**src/rtl/id_branch_ctl_pkg.sv**
```systemverilog
// Shared DLX decode constants, field helpers and pipeline bundles for the ID stage.
// Instruction words use DLX numbering: DLX bit n lives at vector index 31-n.
package id_branch_ctl_pkg;

    localparam logic [31:0] NOP_WORD_C = 32'h5400_0000;
    localparam logic [4:0]  LINK_REG   = 5'd31;

    localparam logic [5:0] OP_RTYPE = 6'h00;
    localparam logic [5:0] OP_J     = 6'h02;
    localparam logic [5:0] OP_JAL   = 6'h03;
    localparam logic [5:0] OP_BEQZ  = 6'h04;
    localparam logic [5:0] OP_BNEZ  = 6'h05;
    localparam logic [5:0] OP_JR    = 6'h12;
    localparam logic [5:0] OP_JALR  = 6'h13;

    typedef enum logic [1:0] {
        ST_START  = 2'd0,
        ST_RUN    = 2'd1,
        ST_SQUASH = 2'd2
    } state_e;

    typedef struct packed {
        logic [31:0] instr;
        logic [31:0] pc_plus_four;
        logic        valid;
        logic        link;
    } id_ex_t;

    function automatic logic [5:0] f_op(input logic [31:0] w);
        return w[31:26];
    endfunction

    function automatic logic [4:0] f_rs1(input logic [31:0] w);
        return w[25:21];
    endfunction

    function automatic logic [4:0] f_rs2(input logic [31:0] w);
        return w[20:16];
    endfunction

    function automatic logic [31:0] f_sext16(input logic [31:0] w);
        return {{16{w[15]}}, w[15:0]};
    endfunction

    function automatic logic [31:0] f_sext26(input logic [31:0] w);
        return {{6{w[25]}}, w[25:0]};
    endfunction

endpackage

```
**src/rtl/id_branch_ctl_if.sv**
```systemverilog
// Fetch <-> decode bundle: fetched word forward, stall and redirect back.
interface id_branch_ctl_if;

    logic [31:0] instr;
    logic [31:0] pc_plus_four;
    logic        reg_lock;
    logic [31:0] target;
    logic        jump_or_branch;

    modport master (
        output instr,
        output pc_plus_four,
        input  reg_lock,
        input  target,
        input  jump_or_branch
    );

    modport slave (
        input  instr,
        input  pc_plus_four,
        output reg_lock,
        output target,
        output jump_or_branch
    );

endinterface

```
**src/rtl/id_branch_ctl_branch_resolve.sv**
```systemverilog
// Combinational DLX control-transfer decode: class, taken flag and target.
module id_branch_ctl_branch_resolve
    import id_branch_ctl_pkg::*;
(
    input  logic [31:0] instr,
    input  logic [31:0] pc_plus_four,
    input  logic [31:0] rs1_val,
    output logic        taken,
    output logic [31:0] target,
    output logic        link,
    output logic        reads_rs1,
    output logic        rtype
);

    logic [5:0] op;
    logic       is_br;
    logic       is_j;
    logic       is_jr;
    logic       rs1_zero;

    assign op       = f_op(instr);
    assign is_br    = (op == OP_BEQZ) || (op == OP_BNEZ);
    assign is_j     = (op == OP_J) || (op == OP_JAL);
    assign is_jr    = (op == OP_JR) || (op == OP_JALR);
    assign rs1_zero = (rs1_val == 32'd0);

    assign link      = (op == OP_JAL) || (op == OP_JALR);
    assign reads_rs1 = is_br || is_jr;
    assign rtype     = (op == OP_RTYPE);

    always_comb begin
        taken  = 1'b0;
        target = pc_plus_four;
        unique case (1'b1)
            is_br: begin
                target = pc_plus_four + f_sext16(instr);
                taken  = (op == OP_BEQZ) ? rs1_zero : !rs1_zero;
            end
            is_j: begin
                target = pc_plus_four + f_sext26(instr);
                taken  = 1'b1;
            end
            is_jr: begin
                target = rs1_val;
                taken  = 1'b1;
            end
            default: ;
        endcase
    end

endmodule

```
**src/rtl/id_branch_ctl.sv**
```systemverilog
// DLX ID-stage branch resolution, hazard stall and ID/EX register.
// Define DELAY_SLOT_EN for one architectural delay slot instead of squashing.
module id_branch_ctl
    import id_branch_ctl_pkg::*;
#(
    parameter logic [31:0] NOP_WORD = NOP_WORD_C
) (
    input  logic                 clk,
    input  logic                 rst_n,
    id_branch_ctl_if.slave       fch,
    output logic [4:0]           rs1_addr,
    input  logic [31:0]          rs1_val,
    input  logic                 ex_reg_write,
    input  logic                 ex_is_load,
    input  logic [4:0]           ex_rd,
    input  logic                 mem_is_load,
    input  logic [4:0]           mem_rd,
    output logic [31:0]          id_instr,
    output logic [31:0]          id_pc_plus_four,
    output logic                 id_valid,
    output logic                 id_link
);

    state_e state_q, state_d;
    id_ex_t idex_q, idex_d;

    logic [4:0]  rs1;
    logic [4:0]  rs2;
    logic        taken;
    logic [31:0] br_target;
    logic        link;
    logic        reads_rs1;
    logic        rtype;
    logic        load_use;
    logic        br_haz;
    logic        stall;
    logic        redirect;
    logic        issue;
    logic        run;

    assign rs1      = f_rs1(fch.instr);
    assign rs2      = f_rs2(fch.instr);
    assign rs1_addr = rs1;

    id_branch_ctl_branch_resolve u_resolve (
        .instr        (fch.instr),
        .pc_plus_four (fch.pc_plus_four),
        .rs1_val      (rs1_val),
        .taken        (taken),
        .target       (br_target),
        .link         (link),
        .reads_rs1    (reads_rs1),
        .rtype        (rtype)
    );

    // Register 0 is hardwired, so a write to it never creates a dependency.
    assign load_use = ex_is_load && (ex_rd != 5'd0) &&
                      ((ex_rd == rs1) || (rtype && (ex_rd == rs2)));

    assign br_haz = reads_rs1 && (rs1 != 5'd0) &&
                    ((ex_reg_write && (ex_rd == rs1)) ||
                     (mem_is_load && (mem_rd == rs1)));

    always_comb begin
        state_d  = state_q;
        stall    = 1'b0;
        redirect = 1'b0;
        issue    = 1'b0;
        unique case (state_q)
            ST_START: state_d = ST_RUN;
            ST_RUN: begin
                stall    = load_use || br_haz;
                redirect = taken && !stall;
                issue    = !stall;
`ifdef DELAY_SLOT_EN
                state_d  = ST_RUN;
`else
                state_d  = redirect ? ST_SQUASH : ST_RUN;
`endif
            end
            ST_SQUASH: state_d = ST_RUN;
            default:   state_d = ST_START;
        endcase
    end

    assign run                = rst_n && (state_q == ST_RUN);
    assign fch.reg_lock       = rst_n && stall;
    assign fch.jump_or_branch = rst_n && redirect;
    assign fch.target         = run ? br_target : 32'd0;

    always_comb begin
        idex_d.instr        = NOP_WORD;
        idex_d.pc_plus_four = 32'd0;
        idex_d.valid        = 1'b0;
        idex_d.link         = 1'b0;
        if (issue) begin
            idex_d.instr        = fch.instr;
            idex_d.pc_plus_four = fch.pc_plus_four;
            idex_d.valid        = 1'b1;
            idex_d.link         = link;
        end
    end

    always_ff @(posedge clk or negedge rst_n) begin
        if (!rst_n) begin
            state_q             <= ST_START;
            idex_q.instr        <= NOP_WORD;
            idex_q.pc_plus_four <= 32'd0;
            idex_q.valid        <= 1'b0;
            idex_q.link         <= 1'b0;
        end else begin
            state_q <= state_d;
            idex_q  <= idex_d;
        end
    end

    assign id_instr        = idex_q.instr;
    assign id_pc_plus_four = idex_q.pc_plus_four;
    assign id_valid        = idex_q.valid;
    assign id_link         = idex_q.link;

endmodule

```
**src/flat_wrapper.sv**
```systemverilog
// flat-port wrapper written by rule: the top's interface ports become plain ports
module id_branch_ctl_flat import id_branch_ctl_pkg::*;
#(
    parameter logic [31:0] NOP_WORD = NOP_WORD_C
)
  (clk, rst_n, rs1_addr, rs1_val, ex_reg_write, ex_is_load, ex_rd, mem_is_load, mem_rd, id_instr, id_pc_plus_four, id_valid, id_link, fch_instr, fch_pc_plus_four, fch_reg_lock, fch_target, fch_jump_or_branch);
  id_branch_ctl_if fch_i ();
  input  logic clk;
  input  logic rst_n;
  output logic [4:0] rs1_addr;
  input  logic [31:0] rs1_val;
  input  logic ex_reg_write;
  input  logic ex_is_load;
  input  logic [4:0] ex_rd;
  input  logic mem_is_load;
  input  logic [4:0] mem_rd;
  output logic [31:0] id_instr;
  output logic [31:0] id_pc_plus_four;
  output logic id_valid;
  output logic id_link;
  input wire logic [$bits(fch_i.instr)-1:0] fch_instr;
  input wire logic [$bits(fch_i.pc_plus_four)-1:0] fch_pc_plus_four;
  output wire logic [$bits(fch_i.reg_lock)-1:0] fch_reg_lock;
  output wire logic [$bits(fch_i.target)-1:0] fch_target;
  output wire logic [$bits(fch_i.jump_or_branch)-1:0] fch_jump_or_branch;
  assign fch_i.instr = fch_instr;
  assign fch_i.pc_plus_four = fch_pc_plus_four;
  assign fch_reg_lock = fch_i.reg_lock;
  assign fch_target = fch_i.target;
  assign fch_jump_or_branch = fch_i.jump_or_branch;
  id_branch_ctl #(.NOP_WORD(NOP_WORD)) u_core (.clk(clk), .rst_n(rst_n), .fch(fch_i), .rs1_addr(rs1_addr), .rs1_val(rs1_val), .ex_reg_write(ex_reg_write), .ex_is_load(ex_is_load), .ex_rd(ex_rd), .mem_is_load(mem_is_load), .mem_rd(mem_rd), .id_instr(id_instr), .id_pc_plus_four(id_pc_plus_four), .id_valid(id_valid), .id_link(id_link));
endmodule
```
**config.mk**
```make
export PLATFORM = sky130hd
export DESIGN_NAME = id_branch_ctl_flat
export DESIGN_NICKNAME = d
export VERILOG_FILES = /design/src/rtl/id_branch_ctl_pkg.sv /design/src/rtl/id_branch_ctl_if.sv /design/src/rtl/id_branch_ctl_branch_resolve.sv /design/src/rtl/id_branch_ctl.sv /design/src/flat_wrapper.sv
export SDC_FILE = /design/constraint.sdc
export NUM_CORES = 1
export LEC_CHECK = 0
export CAP_MARGIN = 20
export CELL_PAD_IN_SITES_DETAIL_PLACEMENT = 2
export CELL_PAD_IN_SITES_GLOBAL_PLACEMENT = 2
export CORE_MARGIN = 3
export CORE_UTILIZATION = 26
export CTS_BUF_LIST = sky130_fd_sc_hd__clkbuf_8 sky130_fd_sc_hd__clkbuf_16
export DETAILED_ROUTE_END_ITERATION = 6
export PLACE_DENSITY_LB_ADDON = 0.1
export SYNTH_ARGS = -nofsm -noshare
export SYNTH_HDL_FRONTEND = slang
export SYNTH_SLANG_ARGS = --single-unit
```
**constraint.sdc**
```tcl
create_clock -name clk -period 7.7 [get_ports clk]
set_clock_uncertainty 0.2 [all_clocks]
set_input_delay 0.77 -clock clk [delete_from_list [all_inputs] [get_ports clk]]
set_output_delay 0.77 -clock clk [all_outputs]
set_load 0.005 [all_outputs]
```
# Word level (Yosys, flattened, before mapping)
# Cells that the tools add are included.
# totals
regBits	68
input_bits	111
out_inout_bits	105
wordCells	56
# op_classes
n_addsub	2
n_eq_ne	11
muxes	10
reduce_logical	28
# ops
cell	count
32-bit one-hot mux with 3 select lines	1
66-bit two-way mux	1
32-bit adder	2
32-bit zero test	1
32-bit two-way mux	1
5-bit equality test	3
6-bit by 2-bit equality test with 1-bit output, second input constant	2
6-bit by 3-bit equality test with 1-bit output, second input constant	2
6-bit by 5-bit equality test with 1-bit output, second input constant	2
1-bit logical AND	11
5-bit nonzero test	2
1-bit logical OR	8
6-bit zero test	1
1-bit two-way mux	4
2-bit one-hot mux with 2 select lines	1
2-bit OR reduction	2
2-bit by 1-bit equality test with 1-bit output, second input constant	1
2-bit equality test, second input constant	1
1-bit zero test	2
2-bit zero test	1
2-bit two-way mux	1
1-bit one-hot mux with 2 select lines	1

# Longest topological paths before layout
# Gate-level depths: netlist of the first run.
# logic_depth
depth_word	10
ltp_mapped	15

# By module
# Synthesis of the first run repeated with hierarchy kept, for this count alone.
# unflattened
cells_unflattened	586
hier_area_um2	5157.4
# modules_own_cells
module	n_inst	cells_per_inst	area_per_inst_um2	seq_area_each_um2
id_branch_ctl	1	218	2707.6	1705.4
id_branch_ctl_branch_resolve	1	368	2449.8	0.0

# Worst setup path before layout of the first run
# OpenSTA, ideal clock, no wires.
# synth_timing
kind	input-to-output
startpoint	input port fch_instr[31]
endpoint	output port fch_target[30]
arrival_ns	3.244
path_slack_ns	3.486
path_stages	12
n_path_buf	1
cell_sequence	nor3_1 > nand2_1 > nand2_1 > nand2_1 > ha_1 > clkbuf_1 > nand4_1 > or3_1 > o21ai_1 > o211ai_1 > and3_1 > o31ai_1
# synth_between
elab_chain_cells	4
# synth_rtl
item	line	source
from (decl)	flat_wrapper.sv:21	input wire logic [$bits(fch_i.instr)-1:0] fch_instr;
6-bit by 5-bit equality test with 1-bit output (tied with other cells)	id_branch_ctl_branch_resolve.sv:24	assign is_jr = (op == OP_JR) || (op == OP_JALR);
1-bit logical OR (on tied branches)	id_branch_ctl_branch_resolve.sv:24, id_branch_ctl_branch_resolve.sv:23, id_branch_ctl_branch_resolve.sv:22	
32-bit one-hot mux with 3 select lines (*)	id_branch_ctl_branch_resolve.sv:34	unique case (1'b1)
32-bit two-way mux (*)	id_branch_ctl.sv:89	assign fch.target = run ? br_target : 32'd0;
to (decl)	flat_wrapper.sv:24	output wire logic [$bits(fch_i.target)-1:0] fch_target;
# Mark *: on every way between the ends. The rest lies on a longest branch, timed or not.

# Final worst setup path of the first run
# layout_timing
startpoint	input port fch_instr[30]
endpoint	output port fch_target[31]
# The elaborated chain is that of the path after synthesis.

==> reports/results.tsv, run 1 <==
stage	metric	value	unit
run_status	status	complete, no violations	
synth	synth-seq-cells	68	
global_routing	grt_pass1_vias	5714	
global_routing	grt_pass1_wl	34760	microns
synth	synth.avg_cell_area	9.052	sq um
power	vdd_drop_max	102.4	uV
synth	synthSimpleGateAreaFrac	21.68	%
synth	synth-compound-area-share	23.34	%
global_routing	grt_max_degree	69	
route	antenna_left	0	
worst_setup_path	cp_slowest_cell	clkdlybuf4s50_1	
worst_setup_path	required	6.73	ns
timing	hold_viol_final	0	
placement	place.gp.congestion	0.8359	
global_routing	grtUsageTotal	21.81	%
clock_network	post-cts-setup-buffer-count	0	
clock_network	cts_buffer_depth	2	
power	switching_share	29.76	%
clock_network	cts-root-buf	clkbuf_16	
die	io_pins	216	
power	leakage	0.003046	uW
timing	tightest_slew	0.9406	ns
power	seq_power_share	29.7	%
route	wirelength	22840	microns
route	wl_per_cell	23.33	microns
synth	yosysTopAreaCellShare	32.73	%
synth	yosys.area.top_type	dfrtp_1	
timing	period_needed	5.950	ns
clock_network	cts_buffers	9	
synth	ys.flop_type	dfrtp_1	
layout	diodes	0	
worst_setup_path	crit_chain	clkdlybuf4s50_1 > nor3_1 > buf_4 > nand2_1 > nand2_1 > nand2_1 > ha_1 > nand4_1 > nor2_1 > a2111oi_0 > a21boi_1 > a21oi_1 > xnor2_1 > o22ai_1 > clkdlybuf4s50_1	
worst_setup_path	crit_path_end_kind	output pin	
clock_network	ctsResizeCount	0	
synth	yosys.area_share.xor_xnor	7.754	%
synth	synthMuxAreaShare	0.2266	%
clock_network	clkTransAtPathRegs	0.06	ns
timing	slew_viol_final	0	
clock_network	numClockSinks	68	
route	drt-initial-drc-count	228	
layout	drive_above_1_share	5.333	%
placement	dp_hpwl	17780	microns
global_routing	grt-ovfl-total	0	
worst_setup_path	crit_type	primary input to output pin	
route	drc	0	
synth	synth.distinct_cells	61	
route	firstDrtPassIters	6	
synth	synth_async_sr_flop_share	100.0	%
power	p_sw	401.9	uW
timing	hold-worst-slack	0.3240	ns
synth	synth_top_family_by_area	compound AO/OA/AOI/OAI gates	
worst_setup_path	max_stage_delay	0.60	ns
min_path	min_path_cells	1	
worst_setup_path	cp-start-kind	primary input	
layout	area_growth_syn_to_layout	53.17	%
die	rows	49	
synth	synth_cells	549	
synth	synth_most_common_cell	dfrtp_1	
clock_network	htreeDepth	3	
timing	slew_headroom	37.30	%
die	fp.dieH	144.3	microns
worst_setup_path	path_max_fanout	14	
power	power_density	177.4	nW/um^2
power	combinationalPowerShare	33.8	%
synth	synth_common_cells	65 x dfrtp_1, 64 x and2_1, 37 x nand2_1, 34 x nor2_1, 33 x a21oi_1	
timing	rsz0062_at_grt	false	
clock_network	cts_tree	yes	
synth	synthesis.area	4970	sq um
layout	final_nets	888	
worst_setup_path	crit_cells	15	
synth	ys_warn_count	0	
die	core-area	18390	sq um
timing	period_share	77.27	%
synth	synth_edf_count	0	
global_routing	antenna_found_initial	0	
worst_setup_path	critical_path_arrival	4.98	ns
timing	fin_tns_setup	0	ns
min_path	hold_class	flop to flop	
timing	setup_viol	0	
synth	synth_nets	692	
power	intPower	948.7	uW
synth	synth.area.top_cells	dfrtp_1 33%, and2_1 8.1%, ha_1 7.8%	
synth	synthAdderAreaFrac	8.207	%
die	die_x	144.3	microns
placement	portBuffers	215	
synth	ys_seq_area_share	34.32	%
die	start_util	27.02	%
power	pwr-share-clk	36.5	%
route	viasPerCell	5.233	
clock_network	cts_hold_buf	0	
route	vias	5123	
clock_network	clkLatencyLatePin	0.34	ns
job	cap_violations	0	
worst_setup_path	crit_buf_inv	3	
die	dieArea	20810	sq um
worst_setup_path	crit_family	buffers and inverters	
timing	fmax	168.1	MHz
worst_setup_path	rr_worst_depth	3	
worst_setup_path	cpMostUsedCell	nand2_1	
-- cells in the final DEF (no fill, tap or decap), types with 10 or more instances in the layout --
| cell | Yosys | routed |
|---|---|---|
| clkdlybuf4s50_1 | 0 | 214 |
| dfrtp_1 | 65 | 65 |
| and2_1 | 64 | 64 |
| nand2_1 | 37 | 37 |
| nor2_1 | 34 | 34 |
| a21oi_1 | 33 | 33 |
| ha_1 | 31 | 31 |
| xnor2_1 | 22 | 22 |
| xor2_1 | 22 | 22 |
| o22ai_1 | 18 | 18 |
| nand3_1 | 16 | 16 |
| o21ai_0 | 16 | 16 |
| a22oi_1 | 16 | 16 |
| nand4_1 | 12 | 12 |
| a222oi_1 | 12 | 12 |
| a21o_1 | 11 | 11 |
| nor4_1 | 10 | 10 |
-- power by group through the flow --
stage	Combinational [uW]	Clock, uW	Sequential (uW)
after global placement	454	0	406
after detailed placement	458	0	408
after floorplan	211	0	411
after global routing	501	522	405
final	457	492	401
after CTS	463	509	402
-- sequential cells by signal, indices dropped and copies added, names as in the netlist --
register,count
u_core.id_instr,32
u_core.id_valid,1
u_core.id_link,1
u_core.id_pc_plus_four,32
u_core.state_q,2
-- per-stage QoR --
step / instances / power, uW / cell area (sq um) / util, % / setup WS (ns)
floorplan: 549 / 622.9 / 4970 / - / 3.486
global placement: 963 / 860.0 / 7268 / 39.52 / 1.917
detailed placement: 963 / 866.3 / 7268 / 39.52 / 1.732
CTS: 979 / 1374 / 7612 / 41.39 / 1.686
global route: 979 / 1427 / 7612 / 41.39 / 1.341
finish: 979 / 1351 / 7612 / 41.39 / 1.750
-- cell type report --
class / count / area [sq um]
timing repair buffer: 222 / 2202
inverter: 6 / 22.52
clock inverter: 6 / 105.1
tap: 229 / 286.5
sequential: 68 / 1705
clock buffer: 10 / 239.0
fill: 1982 / 10780
multi-input combinational: 438 / 3052
-- path summary, 6_finish.rpt --
| kind | slack [ns] | to | from |
|---|---|---|---|
| max | 1.75 | fch_target[31] | fch_instr[30] |
| min | 0.32 | u_core.state_q[0] | u_core.state_q[0] |
| max reg2reg | 5.54 | u_core.id_link | u_core.state_q[1] |
| min reg2reg | 0.32 | u_core.state_q[0] | u_core.state_q[0] |
| max in group asynchronous | 6.18 | u_core.id_pc_plus_four[20] | rst_n |
| min in group asynchronous | 0.49 | u_core.id_pc_plus_four[31] | rst_n |
-- layer usage --
metal,GRT usage [%],up-vias,part of all wire (%)
met5,0,-,0
met4,4.958,0,1.1
met3,3.704,14,4.3
met2,36.70,135,49
met1,29.43,2573,46
li1,-,2401,-
-- cells by family after synthesis --
| family | after synthesis |
|---|---|
| AND/OR/NAND/NOR | 203 |
| AO/OA/AOI/OAI | 158 |
| flip-flops | 68 |
| XOR/XNOR | 44 |
| buffers and inverters | 43 |
| adder cells (fa/ha/maj) | 32 |
| multiplexers | 1 |
(Power assumes the default switching activity.)
==> inputs of run 2 (changes only) <==
CORE_UTILIZATION = 24   (was 26)
clock period = 5.8 ns   (was 7.7 ns; I/O delays follow)
==> run 2 against run 1 <==
Flip-flop and latch count unchanged. Critical endpoint unchanged. Highest routed layer unchanged. Clock-buffer cell count unchanged. Register-to-register slack got worse by 1.4 ns. Core utilization decreased by 3.7 points. Cell count increased by 4.5%.
==> reports/results.tsv, run 2 (synthesis gave the netlist of run 1 again) <==
stage	metric	value	unit	change
timing	slew_headroom	38.17	%	was 37.30%
worst_setup_path	path_max_fanout	10		was 14
route	wirelength	23000	microns	was 22,840 microns
timing	rsz0062_at_grt	false		unchanged
global_routing	grtUsageTotal	20.30	%	was 21.81%
timing	fmax	185.1	MHz	
route	vias	5162		was 5,123
layout	fillers	2259		was 1,982
route	drc	0		unchanged
layout	layout_common_cells	214 x clkdlybuf4s50_1, 65 x dfrtp_1, 64 x and2_1, 36 x nand2_1, 34 x nor2_1		was 214 x clkdlybuf4s50_1, 65 x dfrtp_1, 64 x and2_1, 37 x nand2_1, 34 x nor2_1
job	cap_violations	0		unchanged
power	vdd_drop_max	121.7	uV	was 102.4 uV
run_status	status	complete, no violations		unchanged
placement	place.gp.congestion	0.8264		was 0.8359
clock_network	numClockSinks	68		unchanged
clock_network	cts_buffer_depth	2		unchanged
layout	seqCellArea	1705	sq um	unchanged
clock_network	clkLatencyLatePin	0.34	ns	about the same
die	core-area	20300	sq um	was 18,390 sq um
power	p_sw	545.5	uW	was 401.9 uW
route	antenna_left	0		unchanged
worst_setup_path	required	5.02	ns	was 6.73 ns
route	drt-initial-drc-count	275		was 228
die	rows	52		was 49
layout	final_nets	891		was 888
worst_setup_path	max_stage_delay	0.61	ns	was 0.60 ns
global_routing	antenna_found_initial	0		unchanged
power	combinationalPowerShare	35.3	%	was 33.8%
power	power_density	225.0	nW/um^2	was 177.4 nW/um^2
worst_setup_path	crit_path_end_kind	output pin		unchanged
layout	multi_input_area	3055	sq um	was 3052 sq um
layout	diodes	0		unchanged
timing	tightest_slew	0.9253	ns	was 0.9406 ns
clock_network	cts-root-buf	clkbuf_16		unchanged
timing	period_needed	5.403	ns	
route	firstDrtPassIters	5		was 6
clock_network	cts_buffers	9		unchanged
power	intPower	1176	uW	was 948.7 uW
die	start_util	24.48	%	was 27.02%
worst_setup_path	cp_slowest_cell	clkdlybuf4s50_1		unchanged
global_routing	grt-ovfl-total	0		unchanged
global_routing	grt_pass1_vias	5644		was 5,714
die	fp.dieH	149.9	microns	was 144.3 microns
timing	period_share	93.15	%	
min_path	hold_class	flop to flop		unchanged
global_routing	grt_pass1_wl	34930	microns	was 34,760 microns
layout	final_common_cell	clkdlybuf4s50_1		unchanged
clock_network	cts_tree	yes		unchanged
worst_setup_path	cp-start-kind	primary input		unchanged
global_routing	grt_max_degree	68		was 69
power	leakage	0.003033	uW	was 0.003046 uW
placement	portBuffers	215		unchanged
die	dieArea	22470	sq um	was 20,810 sq um
layout	area_growth_syn_to_layout	53.95	%	was 53.17%
worst_setup_path	cpMostUsedCell	nand2_1		unchanged
die	die_x	149.9	microns	was 144.3 microns
route	wl_per_cell	22.48	microns	was 23.33 microns
timing	hold_viol_final	0		unchanged
clock_network	clkTransAtPathRegs	0.06	ns	about the same
timing	slew_viol_final	0		unchanged
worst_setup_path	crit_chain	clkdlybuf4s50_1 > nor3_1 > nand2_1 > nand2_1 > nand2_1 > ha_1 > a21o_1 > a21oi_1 > nor2b_1 > a2111oi_0 > a21boi_1 > a21oi_1 > xnor2_1 > o22ai_1 > clkdlybuf4s50_1		was clkdlybuf4s50_1 > nor3_1 > buf_4 > nand2_1 > nand2_1 > nand2_1 > ha_1 > nand4_1 > nor2_1 > a2111oi_0 > a21boi_1 > a21oi_1 > xnor2_1 > o22ai_1 > clkdlybuf4s50_1
route	viasPerCell	5.046		was 5.233
die	io_pins	216		unchanged
layout	drive_above_1_share	5.976	%	was 5.333%
worst_setup_path	crit_type	primary input to output pin		unchanged
timing	fin_tns_setup	0	ns	unchanged
timing	setup_viol	0		unchanged
power	seq_power_share	30.9	%	was 29.7%
power	finalPower	1722	uW	was 1351 uW
power	pwr-share-clk	33.7	%	was 36.5%
power	switching_share	31.69	%	was 29.76%
placement	dp_hpwl	17870	microns	was 17,780 microns
worst_setup_path	critical_path_arrival	4.62	ns	was 4.98 ns
clock_network	htreeDepth	3		unchanged
-- run 2: cell type report --
cell class | count | area share (%)
clock buffers | 10 | 3.123
repair buffers | 225 | 29.11
clock inverters | 6 | 0.8340
inverters | 6 | 0.2944
flip-flops and latches | 68 | 22.29
multi-input cells | 438 | 39.93
well taps | 270 | 4.415
-- run 2: timing repair --
item,4_1_cts,5_1_grt
endpoints found under the setup margin,0,2
buffers inserted,0,0
endpoints found under the hold margin,28,0
hold buffers,1,0
resized for setup,0,2
-- run 2: layer usage --
metal | share of wire [%] | global-route usage (%) | vias up | wire (microns)
met4 | 0.92 | 4.529 | 0 | 212
met2 | 49 | 33.95 | 147 | 11270
met1 | 45 | 27.68 | 2595 | 10260
met5 | 0 | 0 | - | 0
met3 | 5.5 | 3.119 | 14 | 1259
li1 | - | - | 2406 | -
-- run 2: path summary, 6_finish.rpt --
path / from / cells after the start / end / slack [ns]
min in group asynchronous: rst_n / 2 / u_core.id_pc_plus_four[5] / 0.52
max reg2reg: u_core.state_q[1] / 3 / u_core.id_link / 4.16
max in group asynchronous: rst_n / 3 / u_core.id_instr[30] / 3.96
max: fch_instr[30] / 15 / fch_target[31] / 0.40
min reg2reg: u_core.state_q[0] / 1 / u_core.state_q[0] / 0.33
min: u_core.state_q[0] / 1 / u_core.state_q[0] / 0.33
-- run 2: power by group through the flow --
| stage | clock, uW | combinational (uW) | sequential, uW |
|---|---|---|---|
| 2_1_floorplan | 0 | 281 | 546 |
| 3_3_place_gp | 0 | 598 | 540 |
| 3_5_place_dp | 0 | 609 | 542 |
| 4_1_cts | 600 | 615 | 534 |
| 5_1_grt | 620 | 666 | 537 |
| 6_report | 581 | 608 | 533 |
-- run 2: stage by stage --
step | hold slack (ns) | cells | worst slack (ns) | instance area, sq um | utilization, %
5_1_grt | 0.3918 | 1023 | 0.03683 | 7651 | 37.69
2_1_floorplan | 0.08441 | 549 | 1.966 | 4970 | -
4_1_cts | 0.3363 | 1023 | 0.3585 | 7647 | 37.67
3_3_place_gp | 0.2888 | 1006 | 0.5470 | 7335 | 36.13
6_report | 0.3308 | 1023 | 0.3972 | 7651 | 37.69
3_5_place_dp | 0.3310 | 1006 | 0.3640 | 7335 | 36.13
-- run 2: worst max-delay path: cells and delay by family --
family                     cells  cell delay, ns
buffers and inverters          2            1.11
and+or+nand+nor                5            1.03
AOI/OAI and AO/OA              6            1.32
xor gates and xnor gates       1            0.16
adders and majority gates      1            0.43
